<file path="config.mk">
export PLATFORM = sky130hd
export DESIGN_NAME = walk_timer_fsm
export DESIGN_NICKNAME = d
export VERILOG_FILES = /design/src/rtl/walk_timer_fsm.sv
export SDC_FILE = /design/constraint.sdc
export NUM_CORES = 1
export LEC_CHECK = 0
export CAP_MARGIN = 15
export CORE_UTILIZATION = 55
export CTS_CLUSTER_DIAMETER = 50
export DETAILED_ROUTE_END_ITERATION = 16
export PLACE_DENSITY_LB_ADDON = 0.25
export SLEW_MARGIN = 0
export SYNTH_ARGS = -nofsm -noshare
export SYNTH_HDL_FRONTEND = slang
export SYNTH_SLANG_ARGS = --single-unit
</file>
<file path="constraint.sdc">
create_clock -name clk_i -period 3.45 [get_ports clk_i]
set_input_delay 0.345 -clock clk_i [delete_from_list [all_inputs] [get_ports clk_i]]
set_output_delay 0.345 -clock clk_i [all_outputs]
set_load 0.02 [all_outputs]
</file>
<file path="src/rtl/walk_timer_fsm.sv">
// Crosswalk pedestrian-phase sequencer: WALK, flashing DON'T WALK, steady hold, then idle.
// Every output is registered from the next-state values, so the lamps change on the edge that moves the state.
module walk_timer_fsm #(
    parameter int unsigned FLASH_TICKS = 4,
    parameter int unsigned GAP_TICKS   = 2
) (
    input  logic       clk_i,
    input  logic       reset_i,
    input  logic       tick_i,
    input  logic       walk_req_i,
    input  logic [3:0] dur_q_i,
    output logic       walk_o,
    output logic       dont_walk_o,
    output logic [3:0] count_o,
    output logic       done_o,
    output logic       busy_o
);

    typedef enum logic [1:0] {
        StIdle,
        StWalk,
        StFlash,
        StHold
    } state_e;

    localparam logic [3:0] FlashLoad = 4'(FLASH_TICKS);
    localparam logic [3:0] GapLoad   = 4'(GAP_TICKS);

    state_e     state_q, state_d;
    logic [3:0] cnt_q, cnt_d;
    logic       pend_q, pend_d;
    logic       fph_q, fph_d;
    logic       done_d;

    logic       walk_d, dont_walk_d, busy_d;
    logic [3:0] count_d;

    always_comb begin
        state_d = state_q;
        cnt_d   = cnt_q;
        pend_d  = pend_q;
        fph_d   = fph_q;
        done_d  = 1'b0;

        // A request that arrives mid-cycle is remembered for the next walk phase.
        if (walk_req_i && (state_q != StIdle)) begin
            pend_d = 1'b1;
        end

        unique case (state_q)
            StIdle: begin
                if (walk_req_i || pend_q) begin
                    state_d = StWalk;
                    cnt_d   = (dur_q_i == 4'd0) ? 4'd1 : dur_q_i;
                    pend_d  = 1'b0;
                end
            end
            StWalk: begin
                if (tick_i) begin
                    if (cnt_q == 4'd1) begin
                        state_d = StFlash;
                        cnt_d   = FlashLoad;
                        fph_d   = 1'b1;
                    end else if (cnt_q > 4'd1) begin
                        cnt_d = cnt_q - 4'd1;
                    end
                end
            end
            StFlash: begin
                if (tick_i) begin
                    fph_d = ~fph_q;
                    if (cnt_q == 4'd1) begin
                        state_d = StHold;
                        cnt_d   = GapLoad;
                        done_d  = 1'b1;
                    end else if (cnt_q > 4'd1) begin
                        cnt_d = cnt_q - 4'd1;
                    end
                end
            end
            StHold: begin
                if (tick_i) begin
                    if (cnt_q == 4'd1) begin
                        state_d = StIdle;
                        cnt_d   = 4'd0;
                    end else if (cnt_q > 4'd1) begin
                        cnt_d = cnt_q - 4'd1;
                    end
                end
            end
            default: begin
                state_d = StIdle;
                cnt_d   = 4'd0;
            end
        endcase
    end

    // Moore outputs decoded from the next state so they register alongside it.
    always_comb begin
        walk_d      = (state_d == StWalk);
        busy_d      = (state_d != StIdle);
        dont_walk_d = 1'b1;
        count_d     = 4'd0;
        unique case (state_d)
            StWalk: begin
                dont_walk_d = 1'b0;
                count_d     = cnt_d;
            end
            StFlash: begin
                dont_walk_d = fph_d;
                count_d     = cnt_d;
            end
            default: begin
                dont_walk_d = 1'b1;
                count_d     = 4'd0;
            end
        endcase
    end

    always_ff @(posedge clk_i) begin
        if (reset_i) begin
            state_q     <= StIdle;
            cnt_q       <= 4'd0;
            pend_q      <= 1'b0;
            fph_q       <= 1'b0;
            walk_o      <= 1'b0;
            dont_walk_o <= 1'b1;
            count_o     <= 4'd0;
            done_o      <= 1'b0;
            busy_o      <= 1'b0;
        end else begin
            state_q     <= state_d;
            cnt_q       <= cnt_d;
            pend_q      <= pend_d;
            fph_q       <= fph_d;
            walk_o      <= walk_d;
            dont_walk_o <= dont_walk_d;
            count_o     <= count_d;
            done_o      <= done_d;
            busy_o      <= busy_d;
        end
    end

endmodule

</file>
# Word-level counts from Yosys, hierarchy flattened
# Cells that the tools add are included.
op_classes:
  shifts: 0
  n_reduce_logical: 9
  mux: 27
  n_div: 0
  addsub: 1
  n_bitwise: 4
  eq_ne: 6
  order_cmp: 1
  mul: 0
op_table:
  columns: ["op", "n"]
  rows:
  - ["2-to-1 mux 4 bit", 9]
  - ["case mux 4 bit (4 select lines)", 1]
  - ["2-to-1 mux 2 bit", 7]
  - ["case mux 2 bit (4 select lines)", 1]
  - ["2-to-1 mux 1 bit", 7]
  - ["equality test 2 bit (second input constant)", 3]
  - ["equality test 2 x 1 -> 1 bit (second input constant)", 2]
  - ["equality test 4 x 1 -> 1 bit (second input constant)", 1]
  - ["> comparator 4 x 1 -> 1 bit (second input constant)", 1]
  - ["logical NOT 4 bit", 1]
  - ["inverter 1 bit", 4]
  - ["case mux 1 bit (2 select lines)", 2]
  - ["nonzero test 2 bit", 2]
  - ["OR reduction 2 bit", 2]
  - ["subtractor 4 x 1 -> 4 bit (second input constant)", 1]
  - ["OR reduction 3 bit", 1]
  - ["logical NOT 2 bit", 1]
  - ["logical AND 1 bit", 1]
  - ["logical OR 1 bit", 1]
totals:
  mem_count: 0
  inputBits: 8
  ff_bits: 16
  word_cells: 57
  out_inout_bits: 8
  rom_bits: 0
  latch_bits: 0
  ramBits: 0

# Longest topological paths before layout
depth:
  word_depth: 8
  ltp_mapped: 7

# Worst setup path before layout
# Ideal clock, no wire load.
synth_path:
  kind: "reg2reg"
  from: "register cnt_q[0]"
  to: "register count_o[0]"
  required_time_ns: 3.391
  path_stages_with_launch: 8
  synth_period_minus_slack_ns: 1.721
  arrival_ns: 1.663
  setup_time_ns: 0.059
  path_slack_ns: 1.729
  path_buffers: 0
  cell_sequence: "dfxtp_1 > inv_1 > ha_1 > nor3b_1 > or3_1 > a211o_1 > a21oi_2 > and2_1"
synth_between:
  elab_chain_len: 8
  elab_cells_between_ends: 24
synth_rtl:
  columns: ["item", "line", "rtl"]
  rows:
  - ["start: declaration", "30", "logic [3:0] cnt_q, cnt_d;"]
  - ["start signal: assignment", "133", "cnt_q <= cnt_d;"]
  - ["equality test 4 x 1 -> 1 bit", "60, 72, 83", null]
  - ["2-to-1 mux 2 bit (on tied branches)", "83, 60, 72", null]
  - ["2-to-1 mux 2 bit (on tied branches)", "82, 59, 70", null]
  - ["case mux 2 bit (4 select lines)", "50", "unique case (state_q)"]
  - ["equality test 2 x 1 -> 1 bit or equality test 2 bit (tied branches)", "104", "unique case (state_d)"]
  - ["OR reduction 2 bit (no source line)", null, null]
  - ["inverter 1 bit (no source line)", null, null]
  - ["OR reduction 2 bit (no source line)", null, null]
  - ["end signal: assignment", "138", "count_o <= count_d;"]
  - ["end: declaration", "14", "output logic [3:0] count_o,"]
# Parallel ways exist; a longest one is shown, timed or not.
# A chain may end at the register's enable or synchronous reset.

# Worst setup path in the final report
layout_path:
  from: "register state_q[0]"
  to: "register count_o[2]"
layout_between:
  elab_chain_len: 7
  elab_cells_between_ends: 18
layout_rtl:
  columns: ["item", "line", "rtl"]
  rows:
  - ["start: declaration", "29", "state_e state_q, state_d;"]
  - ["start signal: assignment", "122", "state_q <= StIdle;"]
  - ["start signal: assignment", "132", "state_q <= state_d;"]
  - ["2-to-1 mux 2 bit (on tied branches)", "83, 60, 72", null]
  - ["2-to-1 mux 2 bit (on tied branches)", "82, 59, 70", null]
  - ["case mux 2 bit (4 select lines)", "50", null]
  - ["equality test 2 x 1 -> 1 bit or equality test 2 bit (tied branches)", "104", null]
  - ["OR reduction 2 bit (no source line)", null, null]
  - ["inverter 1 bit (no source line)", null, null]
  - ["OR reduction 2 bit (no source line)", null, null]
# Parallel ways exist; a longest one is shown, timed or not.

==> results.toml <==
[detailed_routing]
ant_nets = 0
drc = 0
routed_wl_um = 1930
firstDrtPassIters = 6
drtIter0Drc = 18
viasPerCell = 5.71
vias = 737
wire_per_inst_um = 14.9

[status]
status = "finished, final reports clean"

[layout]
antenna_cells = 0
layout-drive-gt1-share_pct = 19.5
final_area_um2 = 1130
nNetsFinal = 129
final_common_cell = "dfxtp_1"
nFillCells = 130
final_cells = 129
multi_input_area_um2 = 594
area_growth_pct = 16.4
final_cell_mix = "dfxtp_1 (16), clkdlybuf4s50_1 (15), nor3_1 (7), nor2_1 (7), ha_1 (6)"
final-seq-area_um2 = 320

[clock_tree]
holdBufCountCts = 0
cts_buffers = 3
clk_pin_slew_ns = 0.09
post-cts-setup-buffer-count = 0
clk_path_buf_depth = 2
htreeDepth = 1
cts_tree = "yes"
clk_latency_ns = 0.29
cts-resized-gates = 0
cts_root_buffer = "clkbuf_4"
clock_sinks = 16

[place]
dp.cells = 126
port_buffers = 15
place_area_um2 = 1110
gp_congestion = 0.824
place_hpwl_um = 1460

[worst_setup_path]
startpoint_type = "flop"
critPathCaptureType = "flop"
arrival_ns = 2.20
worstPathRequired_ns = 3.67
cp_max_fo = 7
critPathKind = "reg -> reg"

[sta]
worstMarginPinSlew_ns = 0.599
finClkSkew_ns = 0.00538
rsz0062_at_grt = "false"
period_minus_slack_ns = 1.98
clock.fmax_ghz = 0.505
slew_viol_final = 0
setup_viol = 0
tns_ns = 0
hold_violations = 0
fin_crit_sh_pct = 57.4
slew_headroom_pct = 59.9

[yosys]
syn-cell-area_um2 = 971
synth_cell_types = 43
synth-edff-count = 0
synthArstFlopShare_pct = 0
syn_avg_cell_area_um2 = 9.81
seq_area_frac_synth_pct = 33.0
yosys_warnings = 0
ys_seq_elements = 16
synth_fp_nets = 113
postSynthCellCount = 99
synth_flop_cell = "dfxtp_1"

[min_path]
hold_path.class = "reg -> reg"

[floorplanning]
start_util_pct = 61.6
placementRows = 14
fp.dieH_um = 44.0
dieArea_um2 = 1940
die_w_um = 44.0
coreArea_um2 = 1580
ioPinCount = 16

[run]
max_cap_violations = 0

[global_routing]
grt_max_degree = 15
antenna_found_initial = 0
grt_pass1_wl_um = 3110
grt_usage_pct = 21.9
grt-ovfl-total = 0
grt_pass1_vias = 702

[power_and_ir_drop]
p_leak_nw = 0.424
powerDensity_nw_per_um2 = 382
peakVddDrop_mv = 0.331
cells by family after synthesis:
group                      Yosys count  share of synthesized area [%]
and+or+nand+nor                     39                           27.6
AOI/OAI and AO/OA                   21                           18.0
DFF                                 16                           33.0
buffers and inverters               10                           5.80
adders and majority gates            6                           7.73
muxes                                4                           4.38
xor gates and xnor gates             3                           3.48
path summary, 6_finish.rpt:
kind                                            start                     to  slack, ns  depth (start not counted)
worst max register to register  state_q[0]$_SDFF_PP0_  count_o[2]$_SDFF_PP0_       1.47                          7
worst min-delay path                pend_q$_SDFF_PP0_      pend_q$_SDFF_PP0_       0.66                          2
worst max-delay path            state_q[0]$_SDFF_PP0_  count_o[2]$_SDFF_PP0_       1.47                          7
worst min register to register      pend_q$_SDFF_PP0_      pend_q$_SDFF_PP0_       0.66                          2
power by group:
group | total (mW) | switching, mW | internal [mW]
registers | 0.212 | 0.0143 | 0.197
clock network | 0.0999 | 0.0592 | 0.0407
logic | 0.120 | 0.0606 | 0.0599
total | 0.432 | 0.134 | 0.298
area by class of cell:
| cell class | instances | area share [%] |
|---|---|---|
| Multi-Input combinational cell | 73 | 52.6 |
| Tap cell | 16 | 1.77 |
| Sequential cell | 16 | 28.4 |
| Timing Repair Buffer | 15 | 13.3 |
| Inverter | 6 | 1.99 |
| Clock buffer | 3 | 1.99 |
worst max-delay path, cell delays in order, from the launching register on:
cell and delay, ns:
dfxtp_1 0.43, inv_1 0.09, ha_1 0.27, inv_1 0.28, o21ai_2 0.16, o21ai_2 0.30, xor2_2 0.20, nor3b_2 0.18
Yosys cell counts (2+ instances only):
library cell  count  share of area, %
a211o_1           3               2.7
a21oi_2           2               1.8
and2_1            3               1.9
buf_6             2               2.3
dfxtp_1          16                33
ha_1              6               7.7
inv_1             5               1.9
mux2_2            2               2.3
mux2i_1           2               2.1
nand2_1           3               1.2
nor2_1            7               2.7
nor2b_1           3               1.9
nor3_1            7               3.6
nor3b_1           2               1.5
nor3b_2           3               3.9
o21ai_0           3               1.5
o21ai_1           2               1.0
o21ai_2           3               2.7
flip-flops by register name, summed over array words and instances, names as in the netlist:
| register | flops |
|---|---|
| state_q | 2 |
| fph_q | 1 |
| dont_walk_o | 1 |
| done_o | 1 |
| walk_o | 1 |
| count_o | 4 |
| pend_q | 1 |
| cnt_q | 4 |
| busy_o | 1 |
metal layers:
metal  routed length (um)  part of all wire (%)  track usage (%)
met2                  974                    51             38.8
met4                   13                  0.67             5.45
met5                    0                     0                0
met1                  836                    43             26.0
met3                  104                   5.4             6.12
per-stage QoR:
| step | hold slack [ns] | power, mW | util, % | worst slack [ns] |
|---|---|---|---|---|
| after floorplan | 0.411 | 0.302 | - | 1.73 |
| after global placement | 0.588 | 0.332 | 70.2 | 1.29 |
| after detailed placement | 0.648 | 0.336 | 70.2 | 1.22 |
| after CTS | 0.668 | 0.434 | 71.7 | 1.45 |
| after global routing | 0.728 | 0.453 | 71.7 | 1.31 |
| final | 0.664 | 0.432 | 71.7 | 1.47 |
Note: power is estimated with default switching activity, not from simulation.
